--- src/rtl/decode_stage.sv ---
// decode_stage: registered multi-lane instruction decoder between fetch and rename.
// Each lane is decoded combinationally on the input side. Only the decoded
// records are stored, in a 2-entry skid buffer with valid/ready on both sides.
// if_ready_o depends only on the stored count, so id_ready_i has no
// combinational path back to fetch.
module decode_stage #(
  parameter int ADDR_WIDTH   = 32,
  parameter int DATA_WIDTH   = 32,
  parameter int DECODE_WIDTH = 2
) (
  input  logic                               clk_i,
  input  logic                               rst_i,
  input  logic                               flush_i,
  input  logic                               if_valid_i,
  output logic                               if_ready_o,
  input  logic [ADDR_WIDTH-1:0]              if_addr_i,
  input  logic [DECODE_WIDTH*32-1:0]         if_instr_i,
  input  logic [DECODE_WIDTH-1:0]            if_lane_valid_i,
  output logic                               id_valid_o,
  input  logic                               id_ready_i,
  output logic [DECODE_WIDTH-1:0]            id_lane_valid_o,
  output logic [DECODE_WIDTH*ADDR_WIDTH-1:0] id_addr_o,
  output logic [DECODE_WIDTH*7-1:0]          id_opcode_o,
  output logic [DECODE_WIDTH*3-1:0]          id_funct3_o,
  output logic [DECODE_WIDTH*7-1:0]          id_funct7_o,
  output logic [DECODE_WIDTH*5-1:0]          id_rd_o,
  output logic [DECODE_WIDTH*5-1:0]          id_rs1_o,
  output logic [DECODE_WIDTH*5-1:0]          id_rs2_o,
  output logic [DECODE_WIDTH*DATA_WIDTH-1:0] id_imm_o,
  output logic [DECODE_WIDTH-1:0]            id_rd_we_o,
  output logic [DECODE_WIDTH-1:0]            id_rs1_used_o,
  output logic [DECODE_WIDTH-1:0]            id_rs2_used_o,
  output logic [DECODE_WIDTH-1:0]            id_illegal_o
);

  localparam logic [6:0] OPC_LOAD   = 7'b0000011;
  localparam logic [6:0] OPC_OP_IMM = 7'b0010011;
  localparam logic [6:0] OPC_AUIPC  = 7'b0010111;
  localparam logic [6:0] OPC_STORE  = 7'b0100011;
  localparam logic [6:0] OPC_OP     = 7'b0110011;
  localparam logic [6:0] OPC_LUI    = 7'b0110111;
  localparam logic [6:0] OPC_BRANCH = 7'b1100011;
  localparam logic [6:0] OPC_JALR   = 7'b1100111;
  localparam logic [6:0] OPC_JAL    = 7'b1101111;

  localparam logic [6:0] F7_ZERO = 7'b0000000;
  localparam logic [6:0] F7_ALT  = 7'b0100000;

  typedef struct packed {
    logic                  lane_valid;
    logic [ADDR_WIDTH-1:0] addr;
    logic [6:0]            opcode;
    logic [2:0]            funct3;
    logic [6:0]            funct7;
    logic [4:0]            rd;
    logic [4:0]            rs1;
    logic [4:0]            rs2;
    logic [DATA_WIDTH-1:0] imm;
    logic                  rd_we;
    logic                  rs1_used;
    logic                  rs2_used;
    logic                  illegal;
  } lane_rec_t;

  typedef lane_rec_t [DECODE_WIDTH-1:0] bundle_t;

  // Decode one instruction into a stored record. Masked lanes come out all
  // zero; illegal lanes keep only address and opcode so rename can trap.
  function automatic lane_rec_t decode_lane(input logic [31:0]           instr,
                                            input logic [ADDR_WIDTH-1:0] addr,
                                            input logic                  valid);
    lane_rec_t   rec;
    logic [6:0]  opc;
    logic [2:0]  f3;
    logic [6:0]  f7;
    logic [31:0] imm32;
    logic [31:0] i_imm;
    logic [31:0] s_imm;
    logic [31:0] b_imm;
    logic [31:0] u_imm;
    logic [31:0] j_imm;
    logic        use_rd;
    logic        use_rs1;
    logic        use_rs2;
    logic        use_f3;
    logic        use_f7;
    logic        legal;

    rec     = '0;
    opc     = instr[6:0];
    f3      = instr[14:12];
    f7      = instr[31:25];
    imm32   = '0;
    use_rd  = 1'b0;
    use_rs1 = 1'b0;
    use_rs2 = 1'b0;
    use_f3  = 1'b0;
    use_f7  = 1'b0;
    legal   = 1'b1;

    i_imm = {{20{instr[31]}}, instr[31:20]};
    s_imm = {{20{instr[31]}}, instr[31:25], instr[11:7]};
    b_imm = {{19{instr[31]}}, instr[31], instr[7], instr[30:25], instr[11:8], 1'b0};
    u_imm = {instr[31:12], 12'b0};
    j_imm = {{11{instr[31]}}, instr[31], instr[19:12], instr[20], instr[30:21], 1'b0};

    case (opc)
      OPC_LOAD: begin
        use_rd  = 1'b1;
        use_rs1 = 1'b1;
        use_f3  = 1'b1;
        imm32   = i_imm;
        legal   = !(f3 inside {3'b011, 3'b110, 3'b111});
      end
      OPC_OP_IMM: begin
        use_rd  = 1'b1;
        use_rs1 = 1'b1;
        use_f3  = 1'b1;
        imm32   = i_imm;
        // shift-immediates carry funct7 and constrain it
        if (f3 == 3'b001) begin
          use_f7 = 1'b1;
          legal  = (f7 == F7_ZERO);
        end else if (f3 == 3'b101) begin
          use_f7 = 1'b1;
          legal  = (f7 == F7_ZERO) || (f7 == F7_ALT);
        end
      end
      OPC_JALR: begin
        use_rd  = 1'b1;
        use_rs1 = 1'b1;
        use_f3  = 1'b1;
        imm32   = i_imm;
        legal   = (f3 == 3'b000);
      end
      OPC_STORE: begin
        use_rs1 = 1'b1;
        use_rs2 = 1'b1;
        use_f3  = 1'b1;
        imm32   = s_imm;
        legal   = (f3 <= 3'b010);
      end
      OPC_BRANCH: begin
        use_rs1 = 1'b1;
        use_rs2 = 1'b1;
        use_f3  = 1'b1;
        imm32   = b_imm;
        legal   = !(f3 inside {3'b010, 3'b011});
      end
      OPC_OP: begin
        use_rd  = 1'b1;
        use_rs1 = 1'b1;
        use_rs2 = 1'b1;
        use_f3  = 1'b1;
        use_f7  = 1'b1;
        legal   = (f7 == F7_ZERO) ||
                  ((f7 == F7_ALT) && (f3 inside {3'b000, 3'b101}));
      end
      OPC_LUI, OPC_AUIPC: begin
        use_rd = 1'b1;
        imm32  = u_imm;
      end
      OPC_JAL: begin
        use_rd = 1'b1;
        imm32  = j_imm;
      end
      default: legal = 1'b0;
    endcase

    if (valid) begin
      rec.lane_valid = 1'b1;
      rec.addr       = addr;
      rec.opcode     = opc;
      if (!legal) begin
        rec.illegal = 1'b1;
      end else begin
        rec.rd       = use_rd  ? instr[11:7]  : 5'd0;
        rec.rs1      = use_rs1 ? instr[19:15] : 5'd0;
        rec.rs2      = use_rs2 ? instr[24:20] : 5'd0;
        rec.funct3   = use_f3  ? f3 : 3'd0;
        rec.funct7   = use_f7  ? f7 : 7'd0;
        rec.imm      = DATA_WIDTH'($signed(imm32));
        rec.rd_we    = use_rd && (instr[11:7] != 5'd0);
        rec.rs1_used = use_rs1;
        rec.rs2_used = use_rs2;
      end
    end
    return rec;
  endfunction

  bundle_t    dec_bundle;
  bundle_t    mem_q [2];
  bundle_t    head_bundle;
  logic [1:0] count_q, count_d;
  logic       head_q, head_d;
  logic       tail_q, tail_d;
  logic       push;
  logic       pop;

  // Decode every lane of the incoming fetch bundle.
  always_comb begin
    dec_bundle = '0;
    for (int i = 0; i < DECODE_WIDTH; i++) begin
      dec_bundle[i] = decode_lane(if_instr_i[32*i +: 32],
                                  if_addr_i + ADDR_WIDTH'(4 * i),
                                  if_lane_valid_i[i]);
    end
  end

  assign if_ready_o = (count_q != 2'd2);
  assign id_valid_o = (count_q != 2'd0);

  // Handshakes; an all-zero lane mask is accepted but never stored.
  assign push = if_valid_i & if_ready_o & (|if_lane_valid_i) & ~flush_i;
  assign pop  = id_valid_o & id_ready_i & ~flush_i;

  // Next-state for occupancy and pointers; flush empties the buffer outright.
  always_comb begin
    count_d = count_q;
    head_d  = head_q;
    tail_d  = tail_q;
    if (flush_i) begin
      count_d = 2'd0;
      head_d  = 1'b0;
      tail_d  = 1'b0;
    end else begin
      if (push) tail_d = ~tail_q;
      if (pop)  head_d = ~head_q;
      case ({push, pop})
        2'b10:   count_d = count_q + 2'd1;
        2'b01:   count_d = count_q - 2'd1;
        default: count_d = count_q;
      endcase
    end
  end

  // State registers; reset also clears the stored bundles so outputs read zero.
  always_ff @(posedge clk_i) begin
    if (rst_i) begin
      count_q <= 2'd0;
      head_q  <= 1'b0;
      tail_q  <= 1'b0;
      mem_q   <= '{default: '0};
    end else begin
      count_q <= count_d;
      head_q  <= head_d;
      tail_q  <= tail_d;
      if (push) mem_q[tail_q] <= dec_bundle;
    end
  end

  assign head_bundle = mem_q[head_q];

  // Spread the head entry onto the flat per-lane output buses.
  always_comb begin
    id_lane_valid_o = '0;
    id_addr_o       = '0;
    id_opcode_o     = '0;
    id_funct3_o     = '0;
    id_funct7_o     = '0;
    id_rd_o         = '0;
    id_rs1_o        = '0;
    id_rs2_o        = '0;
    id_imm_o        = '0;
    id_rd_we_o      = '0;
    id_rs1_used_o   = '0;
    id_rs2_used_o   = '0;
    id_illegal_o    = '0;
    for (int i = 0; i < DECODE_WIDTH; i++) begin
      id_lane_valid_o[i]                    = head_bundle[i].lane_valid;
      id_addr_o[ADDR_WIDTH*i +: ADDR_WIDTH] = head_bundle[i].addr;
      id_opcode_o[7*i +: 7]                 = head_bundle[i].opcode;
      id_funct3_o[3*i +: 3]                 = head_bundle[i].funct3;
      id_funct7_o[7*i +: 7]                 = head_bundle[i].funct7;
      id_rd_o[5*i +: 5]                     = head_bundle[i].rd;
      id_rs1_o[5*i +: 5]                    = head_bundle[i].rs1;
      id_rs2_o[5*i +: 5]                    = head_bundle[i].rs2;
      id_imm_o[DATA_WIDTH*i +: DATA_WIDTH]  = head_bundle[i].imm;
      id_rd_we_o[i]                         = head_bundle[i].rd_we;
      id_rs1_used_o[i]                      = head_bundle[i].rs1_used;
      id_rs2_used_o[i]                      = head_bundle[i].rs2_used;
      id_illegal_o[i]                       = head_bundle[i].illegal;
    end
  end

endmodule

--- config.mk ---
export PLATFORM = sky130hd
export DESIGN_NAME = decode_stage
export DESIGN_NICKNAME = d
export VERILOG_FILES = /design/src/rtl/decode_stage.sv
export SDC_FILE = /design/constraint.sdc
export NUM_CORES = 1
export LEC_CHECK = 0
export CORE_MARGIN = 2
export CORE_UTILIZATION = 60
export CTS_BUF_LIST = sky130_fd_sc_hd__clkbuf_4
export CTS_CLUSTER_DIAMETER = 40
export DETAILED_ROUTE_END_ITERATION = 8
export DONT_BUFFER_PORTS = 1
export PLACE_DENSITY = 0.79
export SLEW_MARGIN = 40
export SYNTH_ARGS = -nofsm -noshare
export SYNTH_HDL_FRONTEND = slang
export SYNTH_SLANG_ARGS = --single-unit
--- constraint.sdc ---
create_clock -name clk_i -period 2.4 [get_ports clk_i]
set_input_delay 0.6 -clock clk_i [delete_from_list [all_inputs] [get_ports clk_i]]
set_output_delay 0.6 -clock clk_i [all_outputs]
set_load 0.02 [all_outputs]
==> impl_metrics.env, run 1 <==
export IMPL_netlist_area_um2=17300
export IMPL_ir_worst_vdd_v=0.000488
export IMPL_crit_type="register to output port"
export IMPL_core_area_um2=28500
export IMPL_grtUsageTotal=0.356
export IMPL_vias=16314
export IMPL_slowest_stage="dfxtp_4"
export IMPL_wl_met1_mm=21.9
export IMPL_ys_top_cells_by_area="dfxtp_1 (47%), mux2_2 (13%), nand2_1 (8.2%)"
export IMPL_grt_start_max_net_pins=115
export IMPL_drv_slew=0
export IMPL_power_w=0.0135
export IMPL_syn_instance_count=1967
export IMPL_min_period_over_period=1.03
export IMPL_synth_top_cell_area_share=0.473
export IMPL_synth_top_flop_cell="dfxtp_1"
export IMPL_p_seq_frac=0.508
export IMPL_setup_viol=197
export IMPL_avgSynthCellArea_um2=8.77
export IMPL_gr_total_overflow=0
export IMPL_syn_to_final_growth_pct=24.0
export IMPL_setup_ws_ns=-0.0687
export IMPL_critical_path_max_fanout=9
export IMPL_synthesis_nets=2072
export IMPL_hold_end="mem_q[159]"
export IMPL_violations="setup timing"
export IMPL_clock_latency_ns=0.75
export IMPL_clock_root_buffer="clkbuf_4"
export IMPL_path_clk_slew_ns=0.07
export IMPL_holdWs_ns=0.0340
export IMPL_yosys_warnings=0
export IMPL_io_pins=307
export IMPL_timing_fmax_mhz=405
export IMPL_arrival_ns=1.87
export IMPL_max_slew_worst_pin_slew_ns=0.796
export IMPL_clock_path_buffers=3
export IMPL_async_flop_share=0
export IMPL_grt_first_pass_wirelength_mm=86.5
export IMPL_antenna_found_initial=1
export IMPL_p_leak_nw=7.92
export IMPL_drt_iter0_markers=1545
export IMPL_ys_seq_area_frac=0.473
export IMPL_hold_start="if_instr_i[44]"
export IMPL_vias_per_cell=6.38
export IMPL_r2r_end="mem_q[282]"
export IMPL_cap_violations=0
export IMPL_layout_drive_gt1_share=0.217
export IMPL_swShare=0.254
export IMPL_power_density_nw_per_um2=629
export IMPL_layout_common_cells="dfxtp_1 (407), nand2_1 (374), o21ai_0 (207), mux2_4 (193), a21oi_1 (160)"
export IMPL_status="finished, violations left"
export IMPL_hold_path_depth=2
export IMPL_remaining_drc_errors=0
export IMPL_routed_top_layer="met4"
export IMPL_cp_start_kind="register"
export IMPL_wl_per_cell_um=23.1
export IMPL_totalWireLength_mm=59.2
export IMPL_finalHoldViolCount=0
export IMPL_dr_wl_met2_mm=26.9
export IMPL_ys_types=60
export IMPL_wl_met3_mm=6.94
export IMPL_maxSlewHeadroom=0.468
export IMPL_nNetsFinal=2201
export IMPL_period_needed_ns=2.47
export IMPL_cts_buffers=105
export IMPL_die_w_um=174
export IMPL_crit_chain="buf_12 -> clkbuf_16 -> mux2_4"
export IMPL_die_area_um2=30100
export IMPL_cts_sinks=408
export IMPL_die_h_um=174
export IMPL_dp_hpwl_mm=31.6
export IMPL_h_tree_depth=3
export IMPL_place_congestion=0.898
export IMPL_required_ns=1.80
export IMPL_firstDrtPassIters=6
export IMPL_worstRegToRegCells=8
export IMPL_clock_power_share=0.430
export IMPL_cts_tree="yes"
export IMPL_ant_nets=0
export IMPL_rsz0062_at_grt="true"
export IMPL_synth_largest_area_cell="dfxtp_1"
export IMPL_start_util=0.606
export IMPL_ys_ff_latch=408
export IMPL_final_common_cell="dfxtp_1"
export IMPL_rows=62
export IMPL_p_int_w=0.0100
export IMPL_grt_pass1_vias=15918
export IMPL_hp_class="input pin to register"
export IMPL_synth_edff_count=0
export IMPL_ff2ff_setup_slack_ns=0.08
export IMPL_r2r_start="count_q[0]"
export IMPL_port_buffers=0
export IMPL_fin_skew_ns=0.0436
export IMPL_end_kind="output port"
export IMPL_critPathMaxStageDelay_ns=0.39
export IMPL_p_switching_w=0.00342
export IMPL_p_comb_frac=0.062
==> cells by family (layout without fill, tap and decap cells) <==
kind of cell,count (synthesis),count (layout),synth area share
simple gates,678,678,0.178
compound gates,478,478,0.161
flops,408,408,0.473
mux,202,202,0.132
buf+inv,165,371,0.0371
xor+xnor,34,34,0.0173
fa+ha+maj,2,2,0.00145
other cells,0,2,0
==> critical path: cells and delay by family (launching register included) <==
kind | cells | cell delay, ns
DFF | 1 | 0.39
buffers and inverters | 2 | 0.41
muxes | 1 | 0.35
==> Yosys cell counts, types with 4 or more instances <==
cell type and count:
nand2_1 375, xor2_1 16, o21ai_1 5, nor2b_1 9
a22oi_1 19, inv_1 11, nor2_1 57, mux2_2 202
buf_2 16, and2_1 10, o21ai_0 207, o21a_1 4
nor4_2 4, nand3_1 125, nand4_1 9, or2_2 4
a21oi_1 160, dfxtp_1 408, buf_1 14, and3_1 27
nor3_2 4, nand2b_1 8, a22o_1 48, nor4_1 8
xnor2_1 18, nor3_1 15, and4_1 6, a32o_1 7
clkbuf_1 122
==> cell type report <==
type / instances / area (um2)
fill: 1921 / 7080
inverter: 13 / 48.8
tap: 384 / 480
clock inverter: 32 / 140
multi-input combinational: 1394 / 9210
clock buffer: 152 / 1140
timing repair buffer: 174 / 2200
sequential: 408 / 8170
antenna: 2 / 5.00
==> registers in the layout, summed over array words and instances (netlist names) <==
signal,count
tail_q,1
head_q,1
mem_q,404
count_q,2
==> how the worst max path moves through the flow <==
stage / to / start
CTS: id_addr_o[10] / head_q
global placement: mem_q[362] / if_instr_i[57]
finish: id_rd_o[8] / head_q
global route: id_imm_o[16] / head_q
floorplan: mem_q[157] / if_instr_i[38]
detailed placement: mem_q[21] / if_instr_i[25]
==> stage by stage <==
stage	util	area [um2]	TNS (ns)	setup WS, ns	std cells
2_1_floorplan	-	17300	0	0.122	1967
3_3_place_gp	0.626	17800	0	0.102	2256
3_5_place_dp	0.626	17800	-0.00219	-0.00219	2256
4_1_cts	0.729	20800	-20.44	-0.156	2533
5_1_grt	0.751	21400	-21.92	-0.134	2559
6_report	0.751	21400	-7.98	-0.0687	2559
==> power groups by stage <==
stage          combinational [W]  clock [W]  sequential, W
2_1_floorplan           0.000497          0        0.00698
3_3_place_gp            0.000573          0        0.00699
6_report                0.000832    0.00579        0.00684
3_5_place_dp            0.000582          0        0.00699
4_1_cts                 0.000760    0.00579        0.00684
5_1_grt                 0.000871    0.00621        0.00684
==> what timing repair did <==
action                                  4_1_cts  5_1_grt
endpoints found under the setup margin      202      216
gates cloned                                  8       14
hold buffers                                 83        9
buffers inserted                              2        1
gates resized for setup                     149       60
endpoints found under the hold margin       175        9
pin swaps                                     0        0
==> per-layer routing <==
layer,global-route usage,vias up
met5,0,-
met3,0.118,295
met2,0.571,1082
li1,-,7203
met4,0.187,0
met1,0.426,7734
No activity file was read; power rests on OpenSTA's default activity.
==> run 2, diff against run 1 <==
Settings changed: ABC_AREA from default to 1.
==> run 2 against run 1 <==
Net effect:
- the run ends with DRC, setup timing left
- non-clock buffer count fell by 42
- sequential share of layout area down 2.7 points
- area after synthesis is 8.3% higher
- synthesized cell count is 37% higher
- critical path type unchanged
- largest power group unchanged
- highest routed layer unchanged
==> impl_metrics.env, run 2 <==
export IMPL_ys_types=39
export IMPL_largest_reg_flops=404
export IMPL_synth_top_cell_area_share=0.437
export IMPL_power_w=0.0145
export IMPL_drt_iter0_markers=2460
export IMPL_p_comb_frac=0.112
export IMPL_antenna_found_initial=1
export IMPL_maxSlewHeadroom=0.507
export IMPL_port_buffers=0
export IMPL_vias=19703
export IMPL_core_area_um2=30600
export IMPL_netlist_area_um2=18700
export IMPL_cts_buffers=105
export IMPL_die_w_um=180
export IMPL_ir_worst_vdd_v=0.000486
export IMPL_required_ns=1.80
export IMPL_synth_top_flop_cell="dfxtp_1"
export IMPL_critical_path_max_fanout=8
export IMPL_fin_skew_ns=0.0330
export IMPL_syn_instance_count=2695
export IMPL_avgSynthCellArea_um2=6.93
export IMPL_synth_top_family_by_area="simple AND/OR/NAND/NOR gates"
export IMPL_top_register="mem_q"
export IMPL_ys_top_cells_by_area="dfxtp_1 (44%), nand2_1 (17%), o21ai_0 (9.0%)"
export IMPL_synth_most_common_cell="nand2_1"
export IMPL_async_flop_share=0
export IMPL_synth_commonest_cells="nand2_1 (839), dfxtp_1 (408), o21ai_0 (337)"
export IMPL_clock_path_buffers=3
export IMPL_cts_sinks=408
export IMPL_rsz0062_at_grt="true"
export IMPL_design_area_um2=23000
export IMPL_p_seq_frac=0.491
export IMPL_gr_total_overflow=0
export IMPL_power_density_nw_per_um2=632
export IMPL_synthesis_nets=2800
export IMPL_period_needed_ns=2.47
export IMPL_yosys_area_share_simple=0.276
export IMPL_grt_pass1_vias=18299
export IMPL_grtUsageTotal=0.362
export IMPL_clock_root_buffer="clkbuf_4"
export IMPL_cp_start_kind="register"
export IMPL_crit_type="register to output port"
export IMPL_swShare=0.285
export IMPL_post_dp_cell_area_um2=19000
export IMPL_status="finished, violations left"
export IMPL_place_congestion=0.919
export IMPL_synth_xor_area_share=0.000469
export IMPL_nNetsFinal=2837
export IMPL_final_common_cell="nand2_1"
export IMPL_io_pins=307
export IMPL_vias_per_cell=6.17
export IMPL_hp_class="input pin to register"
export IMPL_arrival_ns=1.87
export IMPL_synth_compound_area_share=0.213
export IMPL_dp_hpwl_mm=37.4
export IMPL_synth_fa_ha_area_frac=0.00134
export IMPL_firstDrtPassIters=8
export IMPL_synth_edff_count=0
export IMPL_rows=64
export IMPL_die_area_um2=32600
export IMPL_yosys_warnings=0
export IMPL_ys_ff_latch=408
export IMPL_p_switching_w=0.00414
export IMPL_synth_largest_area_cell="dfxtp_1"
export IMPL_layout_common_cells="nand2_1 (548), dfxtp_1 (407), o21ai_0 (325), a21oi_1 (308), nand2_2 (166)"
export IMPL_synthMuxAreaShare=0
export IMPL_syn_to_final_growth_pct=23.1
export IMPL_timing_fmax_mhz=405
export IMPL_setup_viol=156
export IMPL_layout_drive_gt1_share=0.216
export IMPL_grt_start_max_net_pins=151
export IMPL_start_util=0.611
export IMPL_p_leak_nw=9.73
export IMPL_drv_slew=0
export IMPL_remaining_drc_errors=2
export IMPL_cap_violations=0
export IMPL_clock_power_share=0.398
export IMPL_end_kind="output port"
export IMPL_cts_tree="yes"
export IMPL_violations="DRC, setup timing"
export IMPL_path_clk_slew_ns=0.07
export IMPL_clock_latency_ns=0.79
export IMPL_p_int_w=0.0104
export IMPL_post_route_util=0.752
export IMPL_ant_nets=0
export IMPL_finalHoldViolCount=0
export IMPL_wl_per_cell_um=20.4
export IMPL_totalWireLength_mm=65.1
export IMPL_top_regs="mem_q x404, count_q x2"
export IMPL_h_tree_depth=3
export IMPL_max_slew_worst_pin_slew_ns=0.739
export IMPL_grt_first_pass_wirelength_mm=96.4
export IMPL_ys_seq_area_frac=0.437
export IMPL_setup_ws_ns=-0.0680
export IMPL_fill_cells=2255
export IMPL_min_period_over_period=1.03
export IMPL_die_h_um=180
[run 2: critical path, stage by stage (launching register included)]
cell       delay (ns)
dfxtp_4          0.39
buf_12           0.12
buf_16           0.17
clkbuf_16        0.21
nand2_2          0.08
nand2_4          0.10
[run 2: through the flow]
step	setup slack [ns]	setup TNS (ns)	hold slack (ns)	std cells
2_1_floorplan	0.515	0	0.418	2695
3_3_place_gp	0.275	0	0.423	2939
3_5_place_dp	0.232	0	0.429	2939
4_1_cts	-0.0874	-7.33	0.00120	3174
5_1_grt	-0.128	-15.80	0.00855	3191
6_report	-0.0680	-3.93	0.0287	3191
[run 2: path summary, 6_finish.rpt]
kind | startpoint | end | slack (ns) | depth (start not counted)
worst max-delay path | head_q | id_imm_o[45] | -0.07 | 5
worst min-delay path | if_lane_valid_i[0] | mem_q[15] | 0.03 | 2
worst max register to register | count_q[0] | mem_q[38] | 0.40 | 7
worst min register to register | mem_q[156] | mem_q[156] | 0.45 | 2
[run 2: power by group through the flow]
stage	logic [W]	registers (W)	clock network, W
finish	0.00162	0.00713	0.00579
CTS	0.00150	0.00711	0.00575
global route	0.00174	0.00715	0.00618
global placement	0.00123	0.00725	0
floorplan	0.00105	0.00723	0
detailed placement	0.00127	0.00726	0
[run 2: cells by family after synthesis]
kind of cell,Yosys count
AOI/OAI and AO/OA,744
xor gates and xnor gates,1
and+or+nand+nor,1237
buffers and inverters,303
adders and majority gates,2
DFF,408
[run 2: layout make-up]
cell class | instances | area, um2 | share of cell area
well taps | 396 | 495 | 0.0215
clock inverters | 14 | 68.8 | 0.00299
inverters | 97 | 395 | 0.0172
multi-input cells | 1984 | 10600 | 0.463
repair inverters | 4 | 42.5 | 0.00185
diodes | 1 | 2.50 | 0.000109
repair buffers | 132 | 2020 | 0.0877
flip-flops and latches | 408 | 8170 | 0.355
clock buffers | 155 | 1160 | 0.0506
[run 2: metal layers]
layer  wire, um  up-vias  global-route usage
met2      29900     1200               0.575
met3       7340      210               0.101
li1           -     9109                   -
met4       2820        0               0.156
met5          0        -                   0
met1      25100     9184               0.461
[run 2: repair_timing]
| action | 4_1_cts | 5_1_grt |
|---|---|---|
| setup endpoints to repair | 202 | 202 |
| pin swaps | 16 | 47 |
| hold buffers | 49 | 0 |
| gates cloned | 13 | 14 |
| hold endpoints to repair | 169 | 0 |
| resized for setup | 267 | 213 |
| setup buffers | 4 | 2 |
